## config.mk

```make
export PLATFORM = sky130hd
export DESIGN_NAME = morse_char_assembler_flat
export DESIGN_NICKNAME = d
export VERILOG_FILES = /design/src/rtl/morse_char_assembler_if.sv /design/src/rtl/morse_char_assembler.sv /design/src/flat_wrapper.sv
export SDC_FILE = /design/constraint.sdc
export NUM_CORES = 1
export LEC_CHECK = 0
export BUFFER_PORTS_ARGS = -buffer_cell sky130_fd_sc_hd__buf_4
export CORE_MARGIN = 1
export CORE_UTILIZATION = 44
export DETAILED_ROUTE_END_ITERATION = 16
export SYNTH_ARGS = -nofsm -noshare
export SYNTH_HDL_FRONTEND = slang
export SYNTH_SLANG_ARGS = --single-unit
```

## constraint.sdc

```tcl
create_clock -name clk -period 4.8 [get_ports clk]
set_clock_uncertainty 0.15 [all_clocks]
set_input_delay 0.48 -clock clk [delete_from_list [all_inputs] [get_ports clk]]
set_output_delay 0.48 -clock clk [all_outputs]
set_load 0.03 [all_outputs]
```

## src/rtl/morse_char_assembler_if.sv

```systemverilog
// Symbol-in / character-out bundle of the Morse character assembler.
// master is the assembler side, slave is the classifier/decoder side.
interface morse_char_assembler_if #(
  parameter int MAX_SYMBOLS = 5
);
  logic [1:0]             sym_in;
  logic                   key_down;
  logic                   out_ready;
  logic                   out_valid;
  logic [MAX_SYMBOLS-1:0] out_code;
  logic [2:0]             out_len;
  logic                   out_word_end;
  logic                   out_overflow;
  logic                   drop_pulse;

  modport master (
    input  sym_in,
    input  key_down,
    input  out_ready,
    output out_valid,
    output out_code,
    output out_len,
    output out_word_end,
    output out_overflow,
    output drop_pulse
  );

  modport slave (
    output sym_in,
    output key_down,
    output out_ready,
    input  out_valid,
    input  out_code,
    input  out_len,
    input  out_word_end,
    input  out_overflow,
    input  drop_pulse
  );
endinterface

```

## src/rtl/morse_char_assembler.sv

```systemverilog
// Builds dot/dash codes into characters, closes them on gap or send,
// and holds one finished character in an output register.
module morse_char_assembler #(
  parameter int MAX_SYMBOLS = 5,
  parameter int GAP_CYCLES  = 60
) (
  input  logic                  clk,
  input  logic                  rst,
  morse_char_assembler_if.master bus
);

  localparam logic [1:0] S_IDLE    = 2'd0;
  localparam logic [1:0] S_COLLECT = 2'd1;
  localparam logic [1:0] S_STALL   = 2'd2;

  localparam logic [2:0]  MAX_LEN  = 3'(MAX_SYMBOLS);
  localparam logic [15:0] GAP_LAST = 16'(GAP_CYCLES - 1);

  logic [1:0]             state_q, state_d;
  logic [MAX_SYMBOLS-1:0] asm_code_q, asm_code_d;
  logic [2:0]             asm_len_q, asm_len_d;
  logic                   asm_ovf_q, asm_ovf_d;
  logic [15:0]            gap_cnt_q, gap_cnt_d;
  logic                   send_prev_q, send_prev_d;
  logic                   pend_we_q, pend_we_d;

  logic                   out_valid_q, out_valid_d;
  logic [MAX_SYMBOLS-1:0] out_code_q, out_code_d;
  logic [2:0]             out_len_q, out_len_d;
  logic                   out_we_q, out_we_d;
  logic                   out_ovf_q, out_ovf_d;
  logic                   drop_q, drop_d;

  logic                   is_sym;
  logic                   send_ev;
  logic                   idle_cnt;
  logic                   xfer;
  logic                   can_load;
  logic [MAX_SYMBOLS-1:0] sym_onehot;

  logic close, close_we;
  logic load, load_we;

  always_comb begin
    is_sym   = (bus.sym_in == 2'b01) ||
               (bus.sym_in == 2'b10);
    send_ev  = (bus.sym_in == 2'b11) && !send_prev_q;
    idle_cnt = (bus.sym_in == 2'b00) && !bus.key_down;
    xfer     = out_valid_q && bus.out_ready;
    can_load = !out_valid_q || bus.out_ready;
    sym_onehot    = '0;
    sym_onehot[0] = bus.sym_in[1];
  end

  always_comb begin
    state_d     = state_q;
    asm_code_d  = asm_code_q;
    asm_len_d   = asm_len_q;
    asm_ovf_d   = asm_ovf_q;
    gap_cnt_d   = gap_cnt_q;
    pend_we_d   = pend_we_q;
    send_prev_d = (bus.sym_in == 2'b11);
    out_valid_d = out_valid_q;
    out_code_d  = out_code_q;
    out_len_d   = out_len_q;
    out_we_d    = out_we_q;
    out_ovf_d   = out_ovf_q;
    drop_d      = 1'b0;
    close       = 1'b0;
    close_we    = 1'b0;
    load        = 1'b0;
    load_we     = 1'b0;

    unique case (state_q)
      S_IDLE: begin
        unique case (1'b1)
          is_sym: begin
            asm_code_d = sym_onehot;
            asm_len_d  = 3'd1;
            asm_ovf_d  = 1'b0;
            gap_cnt_d  = '0;
            state_d    = S_COLLECT;
          end
          send_ev: begin
            close    = 1'b1;
            close_we = 1'b1;
          end
          default: ;
        endcase
      end
      S_COLLECT: begin
        unique case (1'b1)
          is_sym: begin
            gap_cnt_d = '0;
            if (asm_len_q < MAX_LEN) begin
              asm_code_d = asm_code_q |
                           (sym_onehot << asm_len_q);
              asm_len_d  = asm_len_q + 3'd1;
            end else begin
              asm_ovf_d = 1'b1;
            end
          end
          send_ev: begin
            close    = 1'b1;
            close_we = 1'b1;
          end
          idle_cnt: begin
            // counter never passes GAP_LAST: reaching it closes
            if (gap_cnt_q >= GAP_LAST) begin
              close = 1'b1;
            end else begin
              gap_cnt_d = gap_cnt_q + 16'd1;
            end
          end
          default: ;
        endcase
      end
      S_STALL: begin
        drop_d = is_sym;
        if (xfer) begin
          load    = 1'b1;
          load_we = pend_we_q;
        end
      end
      default: state_d = S_IDLE;
    endcase

    if (close) begin
      if (can_load) begin
        load    = 1'b1;
        load_we = close_we;
      end else begin
        state_d   = S_STALL;
        pend_we_d = close_we;
      end
    end

    // the finished character always lives in the asm_* registers
    if (load) begin
      out_valid_d = 1'b1;
      out_code_d  = asm_code_q;
      out_len_d   = asm_len_q;
      out_we_d    = load_we;
      out_ovf_d   = asm_ovf_q;
      asm_code_d  = '0;
      asm_len_d   = '0;
      asm_ovf_d   = 1'b0;
      gap_cnt_d   = '0;
      pend_we_d   = 1'b0;
      state_d     = S_IDLE;
    end else if (xfer) begin
      out_valid_d = 1'b0;
    end
  end

  always_ff @(posedge clk or posedge rst) begin
    if (rst) begin
      state_q     <= S_IDLE;
      asm_code_q  <= '0;
      asm_len_q   <= '0;
      asm_ovf_q   <= 1'b0;
      gap_cnt_q   <= '0;
      send_prev_q <= 1'b0;
      pend_we_q   <= 1'b0;
      out_valid_q <= 1'b0;
      out_code_q  <= '0;
      out_len_q   <= '0;
      out_we_q    <= 1'b0;
      out_ovf_q   <= 1'b0;
      drop_q      <= 1'b0;
    end else begin
      state_q     <= state_d;
      asm_code_q  <= asm_code_d;
      asm_len_q   <= asm_len_d;
      asm_ovf_q   <= asm_ovf_d;
      gap_cnt_q   <= gap_cnt_d;
      send_prev_q <= send_prev_d;
      pend_we_q   <= pend_we_d;
      out_valid_q <= out_valid_d;
      out_code_q  <= out_code_d;
      out_len_q   <= out_len_d;
      out_we_q    <= out_we_d;
      out_ovf_q   <= out_ovf_d;
      drop_q      <= drop_d;
    end
  end

  assign bus.out_valid    = out_valid_q;
  assign bus.out_code     = out_code_q;
  assign bus.out_len      = out_len_q;
  assign bus.out_word_end = out_we_q;
  assign bus.out_overflow = out_ovf_q;
  assign bus.drop_pulse   = drop_q;

endmodule

```

## src/flat_wrapper.sv

```systemverilog
// flat-port wrapper written by rule: the top's interface ports become plain ports
module morse_char_assembler_flat 
#(
  parameter int MAX_SYMBOLS = 5,
  parameter int GAP_CYCLES  = 60
)
  (clk, rst, bus_sym_in, bus_key_down, bus_out_ready, bus_out_valid, bus_out_code, bus_out_len, bus_out_word_end, bus_out_overflow, bus_drop_pulse);
  morse_char_assembler_if #(.MAX_SYMBOLS(MAX_SYMBOLS)) bus_i ();
  input  logic clk;
  input  logic rst;
  input wire logic [$bits(bus_i.sym_in)-1:0] bus_sym_in;
  input wire logic [$bits(bus_i.key_down)-1:0] bus_key_down;
  input wire logic [$bits(bus_i.out_ready)-1:0] bus_out_ready;
  output wire logic [$bits(bus_i.out_valid)-1:0] bus_out_valid;
  output wire logic [$bits(bus_i.out_code)-1:0] bus_out_code;
  output wire logic [$bits(bus_i.out_len)-1:0] bus_out_len;
  output wire logic [$bits(bus_i.out_word_end)-1:0] bus_out_word_end;
  output wire logic [$bits(bus_i.out_overflow)-1:0] bus_out_overflow;
  output wire logic [$bits(bus_i.drop_pulse)-1:0] bus_drop_pulse;
  assign bus_i.sym_in = bus_sym_in;
  assign bus_i.key_down = bus_key_down;
  assign bus_i.out_ready = bus_out_ready;
  assign bus_out_valid = bus_i.out_valid;
  assign bus_out_code = bus_i.out_code;
  assign bus_out_len = bus_i.out_len;
  assign bus_out_word_end = bus_i.out_word_end;
  assign bus_out_overflow = bus_i.out_overflow;
  assign bus_drop_pulse = bus_i.drop_pulse;
  morse_char_assembler #(.MAX_SYMBOLS(MAX_SYMBOLS), .GAP_CYCLES(GAP_CYCLES)) u_core (.clk(clk), .rst(rst), .bus(bus_i));
endmodule
```

# Yosys cells after proc, flatten, opt, wreduce, memory -nomap -nowiden
# Index checks and enable logic that the tools add are counted.
# totals
regBits	41
elab_cells	94
in_bits	6
# classes
bitwise	1
shifts	1
order_cmp	2
add_sub_neg	2
eq_ne	12
muxes	44
n_reduce_logical	19
# ops
operator	count
$pmux W16 S2	2
$mux W16	3
$mux W1	21
$mux W5	4
$add A16 B1 Y16 const B	1
$ge A16 B6 Y1 const B	1
$mux W3	4
$reduce_and A4 Y1	3
$pmux W5 S2	1
$ne A3 B1 Y1 const B	3
$mux W2	4
$eq A2 B2 Y1 const B	3
$pmux W1 S2	3
$pmux W3 S2	1
$or A5 B5 Y5	1
$shl A1 B3 Y5	1
$eq A2 B1 Y1 const B	2
$logic_not A2 Y1	2
$ne A4 B1 Y1 const B	1
$ne A4 B4 Y1 const B	1
$pmux W2 S2	1
$reduce_bool A2 Y1	2
$reduce_or A2 Y1	2
$add A3 B1 Y3 const B	1
8 further kinds	13

# Longest topological paths before layout
# Gate-level depths: netlist of the first run.
# depth
ltp_word	7
ltp_mapped	9
mapped_depth_nobuf	7

# Worst setup path before layout of the first run
# OpenSTA, ideal clock, no wires.
# synth_timing
path_kind	in2reg
startpoint	in bus_sym_in[0]
endpoint	reg u_core.out_code_q[0], in the netlist u_core.bus.out_code[0]
setup_slack_ns	2.658
required_time_ns	4.525
n_path_buf	1
path_stages	6
setup_ns	0.125
t_arrival_ns	1.868
path_cell_list	ha_1 -> nor3b_2 -> a21o_1 -> o31ai_4 -> buf_4 -> mux2_2
# synth_between
elab_chain_len	5
# synth_lines
element	line	source
from (decl)	flat_wrapper.sv:11	input wire logic [$bits(bus_i.sym_in)-1:0] bus_sym_in;
$eq A2 B2 Y1 / $logic_not A2 Y1 (equally long branches)	morse_char_assembler.sv:47, morse_char_assembler.sv:48	
$logic_and A1 B1 Y1 (on tied branches)	morse_char_assembler.sv:47, morse_char_assembler.sv:48	
$pmux W1 S2 / $mux W1 (equally long branches)	morse_char_assembler.sv:92, morse_char_assembler.sv:76	
$pmux W1 S2 (*)	morse_char_assembler.sv:74	unique case (state_q)
$mux W1 (*)	morse_char_assembler.sv:128	if (close) begin
to (signal assigned)	morse_char_assembler.sv:180	out_code_q <= out_code_d;
to (decl)	morse_char_assembler.sv:28	logic [MAX_SYMBOLS-1:0] out_code_q, out_code_d;
# Every way passes the cells marked *; elsewhere a longest branch is shown, timed or not.
# A chain may end at the register's enable or synchronous reset.

# Final worst setup path of the first run
# layout_timing
startpoint	reg u_core.gap_cnt_q[7]
endpoint	reg u_core.gap_cnt_q[13]
# layout_between
elab_chain_len	7
# layout_lines
element	line	source
from (decl)	morse_char_assembler.sv:23	logic [15:0] gap_cnt_q, gap_cnt_d;
from (signal assigned)	morse_char_assembler.sv:176	gap_cnt_q <= gap_cnt_d;
$ge A16 B6 Y1	morse_char_assembler.sv:109	if (gap_cnt_q >= GAP_LAST) begin
$mux W1	morse_char_assembler.sv:109	
$pmux W1 S2	morse_char_assembler.sv:92	unique case (1'b1)
$pmux W1 S2	morse_char_assembler.sv:74	
$mux W1	morse_char_assembler.sv:128	
$ne A4 B1 Y1 (no source line), or another cell as far along	n/a	
$reduce_and A4 Y1 (no source line)	n/a	
# Several ways; a longest one is shown, not always the timed one. The select of a mux whose other input is x is not followed.

==> impl_metrics.yaml, run 1 <==
yosys:
  seq_area_frac_synth: 0.553
  synth_ff_type: "dfrtp_1"
  synthArstFlopShare: 1.00
  ys_warn_count: 0
  ys_types: 37
  netlist_area_um2: 1860
  syn_area_per_cell_um2: 10.9
  syn_inst: 171
  syn-num-nets: 181
  ys_seq_elements: 41
  synth_edf_count: 0
floorplan:
  rows: 23
  io_pins: 18
  dieArea_um2: 4480
  start_util: 0.461
  coreArea_um2: 4030
  die_y_um: 66.9
  fp.dieW_um: 66.9
clock_tree:
  htreeDepth: 2
  cts_tree: "built"
  cts_sinks: 41
  postCtsHoldBufs: 0
  clock_latency_ns: 0.29
  post_cts_resized: 0
  cts_buffer_depth: 2
  cts_made_buffers: 5
  root_buffer: "clkbuf_8"
  path_clk_slew_ns: 0.08
  post_cts_buffers: 0
global_routing:
  grt_pass1_wl_mm: 6.02
  grt_usage: 0.185
  grt_max_degree: 42
  grt_pass1_vias: 1325
  grt.overflow.total: 0
  antenna_found_initial: 0
worst_setup_path:
  crit_required_ns: 4.88
  end_kind: "flop"
  slowest_delay_ns: 0.64
  path_depth: 5
  r2r_cells: 5
  r2r_slack_ns: 2.18
  critPathArrivalTime_ns: 2.69
  start_kind: "flop"
  crit_buf_inv: 0
  crit_fanout: 14
  crit_slowest_cell: "o31ai_4"
  cp_cell_sequence: "nor4_1, a21oi_1, o31ai_4, a21boi_2, and2_1"
  r2r-end: "u_core.gap_cnt_q[13]"
  crit_type: "reg2reg"
  crit_family: "compound AO/OA/AOI/OAI gates"
  crit_path_end: "u_core.gap_cnt_q[13]"
  cp-startpoint: "u_core.gap_cnt_q[7]"
  reg2reg_from: "u_core.gap_cnt_q[7]"
sta:
  holdWs_ns: 0.157
  worst_slew_pin_slew_ns: 0.672
  fmax_mhz: 382
  post-route-period-util: 0.545
  hold_viol_final: 0
  tns_ns: 0
  slew-limit-headroom: 0.552
  setup_viol: 0
  rsz0062_at_grt: "no"
  slew_viol_final: 0
  layout_min_cycle_time_ns: 2.62
place:
  gp_congestion: 0.757
  hpwl_mm: 2.53
  port_buffers: 17
  dp_cells: 233
  dpl_cell_area_um2: 2020
detailed_routing:
  wl_mm: 3.55
  vias: 1331
  via_per_inst: 5.52
  ant_nets: 0
  dr.first_iter.drc_count: 68
  drcViolationCount: 0
  firstDrtPassIters: 4
  wl_per_cell_um: 14.7
pwr:
  power_uw: 996
  p_per_area_nw_per_um2: 465
  leakage_uw: 0.00104
  peakVddDrop_mv: 0.284
layout:
  diodes: 0
  seq_area_um2: 1030
  syn_to_final_growth_pct: 15.3
  drive_gt1_frac: 0.204
  n_fill_cell: 387
  design_area_um2: 2140
  layout.nets: 200
  instances_no_fill: 241
  multi_input_area_um2: 777
worst_hold_path:
  hold_path.class: "in2async"
run:
  maxCapViolCount: 0
outcome:
  status: "completed"
flip-flops by register name, summed over array words and instances, names as in the netlist, 2 cells and up:
| signal | cells |
|---|---|
| u_core.state_q | 2 |
| u_core.gap_cnt_q | 16 |
| u_core.asm_len_q | 3 |
| u_core.bus.out_len | 3 |
| u_core.bus.out_code | 5 |
| u_core.asm_code_q | 5 |
worst min path at each step:
| stage | from | end | slack [ns] |
|---|---|---|---|
| 4_1_cts | rst | u_core.bus.out_overflow | 0.17 |
| 2_1_floorplan | u_core.gap_cnt_q[13] | u_core.gap_cnt_q[13] | 0.30 |
| 3_5_place_dp | u_core.gap_cnt_q[15] | u_core.gap_cnt_q[15] | 0.33 |
| 3_3_place_gp | u_core.gap_cnt_q[15] | u_core.gap_cnt_q[15] | 0.32 |
| 6_report | rst | u_core.bus.out_overflow | 0.16 |
| 5_1_grt | rst | u_core.asm_ovf_q | 0.20 |
cell families (layout without fill, tap and decap cells):
logic type,Yosys count,after routing,synth area share
AOI/OAI and AO/OA,39,39,0.145
xor gates and xnor gates,1,1,0.00472
adders and majority gates,4,4,0.0270
DFF,41,41,0.553
buffers and inverters,11,31,0.0283
and+or+nand+nor,67,67,0.194
muxes,8,8,0.0486
per-layer routing:
metal | up-vias | track usage | share of wire
li1 | 645 | - | -
met1 | 646 | 0.235 | 0.48
met2 | 35 | 0.295 | 0.46
met3 | 5 | 0.0565 | 0.048
met4 | 0 | 0.0638 | 0.014
met5 | - | 0 | 0
synth_stat cells (2+ instances only):
master    count  area, µm²
dfrtp_1      41       1030
nor2_1       14       52.6
nand2_1      11       41.3
a21oi_1      10       50.1
and2_1       10       62.6
nand3_1       9       45.0
o21ai_0       9       45.0
mux2_2        8       90.1
inv_1         5       18.8
nor3_1        5       25.0
a31oi_1       4       25.0
ha_1          4       50.1
nor2b_1       4       25.0
buf_4         3       22.5
clkbuf_1      3       11.3
nand4_1       3       18.8
nor4_1        3       18.8
o21a_1        3       22.5
a21o_1        2       15.0
a22o_1        2       17.5
nand2b_1      2       12.5
power by group:
group / total (µW) / internal [µW] / leakage, µW / switching [µW]
clock network: 282 / 169 / 0.0000574 / 113
registers: 460 / 405 / 0.000552 / 55.2
logic: 254 / 101 / 0.000430 / 152
area by class of cell:
cell class	instances	area share
clock buffers	6	0.0386
inverters	5	0.00877
multi-input cells	119	0.363
clock inverters	2	0.0175
flip-flops and latches	41	0.480
repair buffers	18	0.0632
well taps	50	0.0292
worst register-to-register path: stages, from the launching register on:
cell	delay (ns)
dfrtp_1	0.40
nor4_1	0.52
a21oi_1	0.19
o31ai_4	0.64
a21boi_2	0.47
and2_1	0.19
metrics by stage:
stage	worst slack (ns)	util
2_1_floorplan	2.66	-
3_3_place_gp	2.10	0.501
3_5_place_dp	2.05	0.501
4_1_cts	2.16	0.531
5_1_grt	1.93	0.531
6_report	2.18	0.531
cell usage in the layout, fill, tap and decap left out, types with 4 or more instances in the layout:
cell type,count
dfrtp_1,41
buf_4,18
nor2_1,14
nand2_1,11
a21oi_1,10
and2_1,10
o21ai_0,9
nand3_1,9
mux2_2,8
clkbuf_8,6
inv_1,5
nor3_1,5
nor2b_1,4
a31oi_1,4
ha_1,4
No activity file was read; power rests on OpenSTA's default activity.
==> run 2, diff against run 1 <==
clock period = 2.4 ns   (was 4.8 ns; I/O delays follow)
==> impl_metrics.yaml, run 2 (synthesis results as in run 1) <==
outcome:
  status: "completed"
place:
  port_buffers: 17
  gp_congestion: 0.800
  dpl_cell_area_um2: 2060
  hpwl_mm: 2.56
layout:
  largest_reg_flops: 16
  syn_to_final_growth_pct: 18.5
  drive_gt1_frac: 0.226
  design_area_um2: 2200
  layout_commonest_cell: "dfrtp_1"
  final_util: 0.546
  diodes: 0
  layout.nets: 208
  mostFrequentLayoutCells: "41 x dfrtp_1, 24 x buf_4, 14 x nor2_1"
  top_register: "u_core.gap_cnt_q"
global_routing:
  grt_usage: 0.184
  grt.overflow.total: 0
  grt_max_degree: 42
  antenna_found_initial: 0
  grt_pass1_vias: 1277
  grt_pass1_wl_mm: 5.93
worst_setup_path:
  crit_required_ns: 2.44
  end_kind: "flop"
  critPathArrivalTime_ns: 2.21
  crit_fanout: 10
  crit_type: "reg2reg"
  start_kind: "flop"
sta:
  rsz0062_at_grt: "no"
  setup_viol: 0
  layout_min_cycle_time_ns: 2.17
  hold_viol_final: 0
  tns_ns: 0
  fmax_mhz: 461
  worst_slew_pin_slew_ns: 0.495
  post-route-period-util: 0.904
  slew_viol_final: 0
  slew-limit-headroom: 0.670
floorplan:
  coreArea_um2: 4030
  dieArea_um2: 4480
  io_pins: 18
  rows: 23
  die_y_um: 66.9
  start_util: 0.461
  fp.dieW_um: 66.9
worst_hold_path:
  hold_path.class: "in2reg"
detailed_routing:
  wl_met1_mm: 1.76
  vias: 1341
  met3_length_um: 174
  firstDrtPassIters: 4
  wl_per_cell_um: 14.3
  wl_mm: 3.57
  drcViolationCount: 0
  wl_met2_mm: 1.61
  dr.first_iter.drc_count: 97
  via_per_inst: 5.39
  topRoutingLayerUsed: "met4"
  ant_nets: 0
pwr:
  p_per_area_nw_per_um2: 909
  peakVddDrop_mv: 0.571
  leakage_uw: 0.00107
run:
  maxCapViolCount: 0
clock_tree:
  path_clk_slew_ns: 0.09
  root_buffer: "clkbuf_8"
  post_cts_resized: 0
  cts_tree: "built"
  post_cts_buffers: 0
  cts_sinks: 41
  cts_made_buffers: 5
  htreeDepth: 2
  clock_latency_ns: 0.30
  cts_buffer_depth: 2
## run 2: cell types whose count changed in the layout (fill, tap and decap cells not counted), sizes merged
| cell | change |
|---|---|
| clkinv | +1 |
| clkbuf | -1 |
| buf | +6 |
| dlygate4sd3 | +2 |
## run 2: timing repair
action | in CTS | in global routing
endpoints found under the hold margin | 42 | 0
hold buffers | 2 | 0
endpoints found under the setup margin | 0 | 0
## run 2: worst max-delay path, cell delays in order (launching register included)
cell and delay [ns]:
dfrtp_1 0.41, ha_1 0.27, o2111ai_1 0.25, a21oi_1 0.14
o31ai_4 0.27, buf_4 0.22, mux2_2 0.35
## run 2: worst paths after layout
| check | depth (start not counted) | startpoint | slack [ns] | end |
|---|---|---|---|---|
| setup reg to reg | 6 | u_core.gap_cnt_q[0] | 0.23 | u_core.bus.out_code[4] |
| hold / removal | 2 | bus_sym_in[0] | 0.07 | u_core.send_prev_q |
| max in group asynchronous | 4 | rst | 1.29 | u_core.gap_cnt_q[5] |
| hold reg to reg | 2 | u_core.bus.out_word_end | 0.33 | u_core.bus.out_word_end |
| min in group asynchronous | 4 | rst | 0.46 | u_core.bus.out_code[3] |
| setup / recovery | 6 | u_core.gap_cnt_q[0] | 0.23 | u_core.bus.out_code[4] |
## run 2: routing by layer
layer	GRT usage	vias up
met1	0.248	643
met4	0.0691	0
met5	0	-
met3	0.0634	2
li1	-	664
met2	0.269	32
## run 2: final cells by class
type,count,area (µm²)
Multi-Input combinational cell,119,777
Clock buffer,5,68.8
Sequential cell,41,1030
Fill cell,364,1830
Inverter,5,18.8
Timing Repair Buffer,26,200
Clock inverter,3,46.3
Tap cell,50,62.6
## run 2: power by group
group	leakage [µW]	internal, µW	total, µW	switching [µW]
clock	0.0000543	311	562	251
combinational	0.000465	215	526	311
sequential	0.000552	808	911	102
## run 2: per-stage QoR
stage,setup slack [ns],instances,power (µW),hold WS (ns)
floorplan,0.305,171,1260,0.181
global placement,0.284,239,1430,0.245
detailed placement,0.240,239,1450,0.253
CTS,0.222,249,2020,0.0571
global route,0.0265,249,2120,0.0572
finish,0.229,249,2000,0.0682
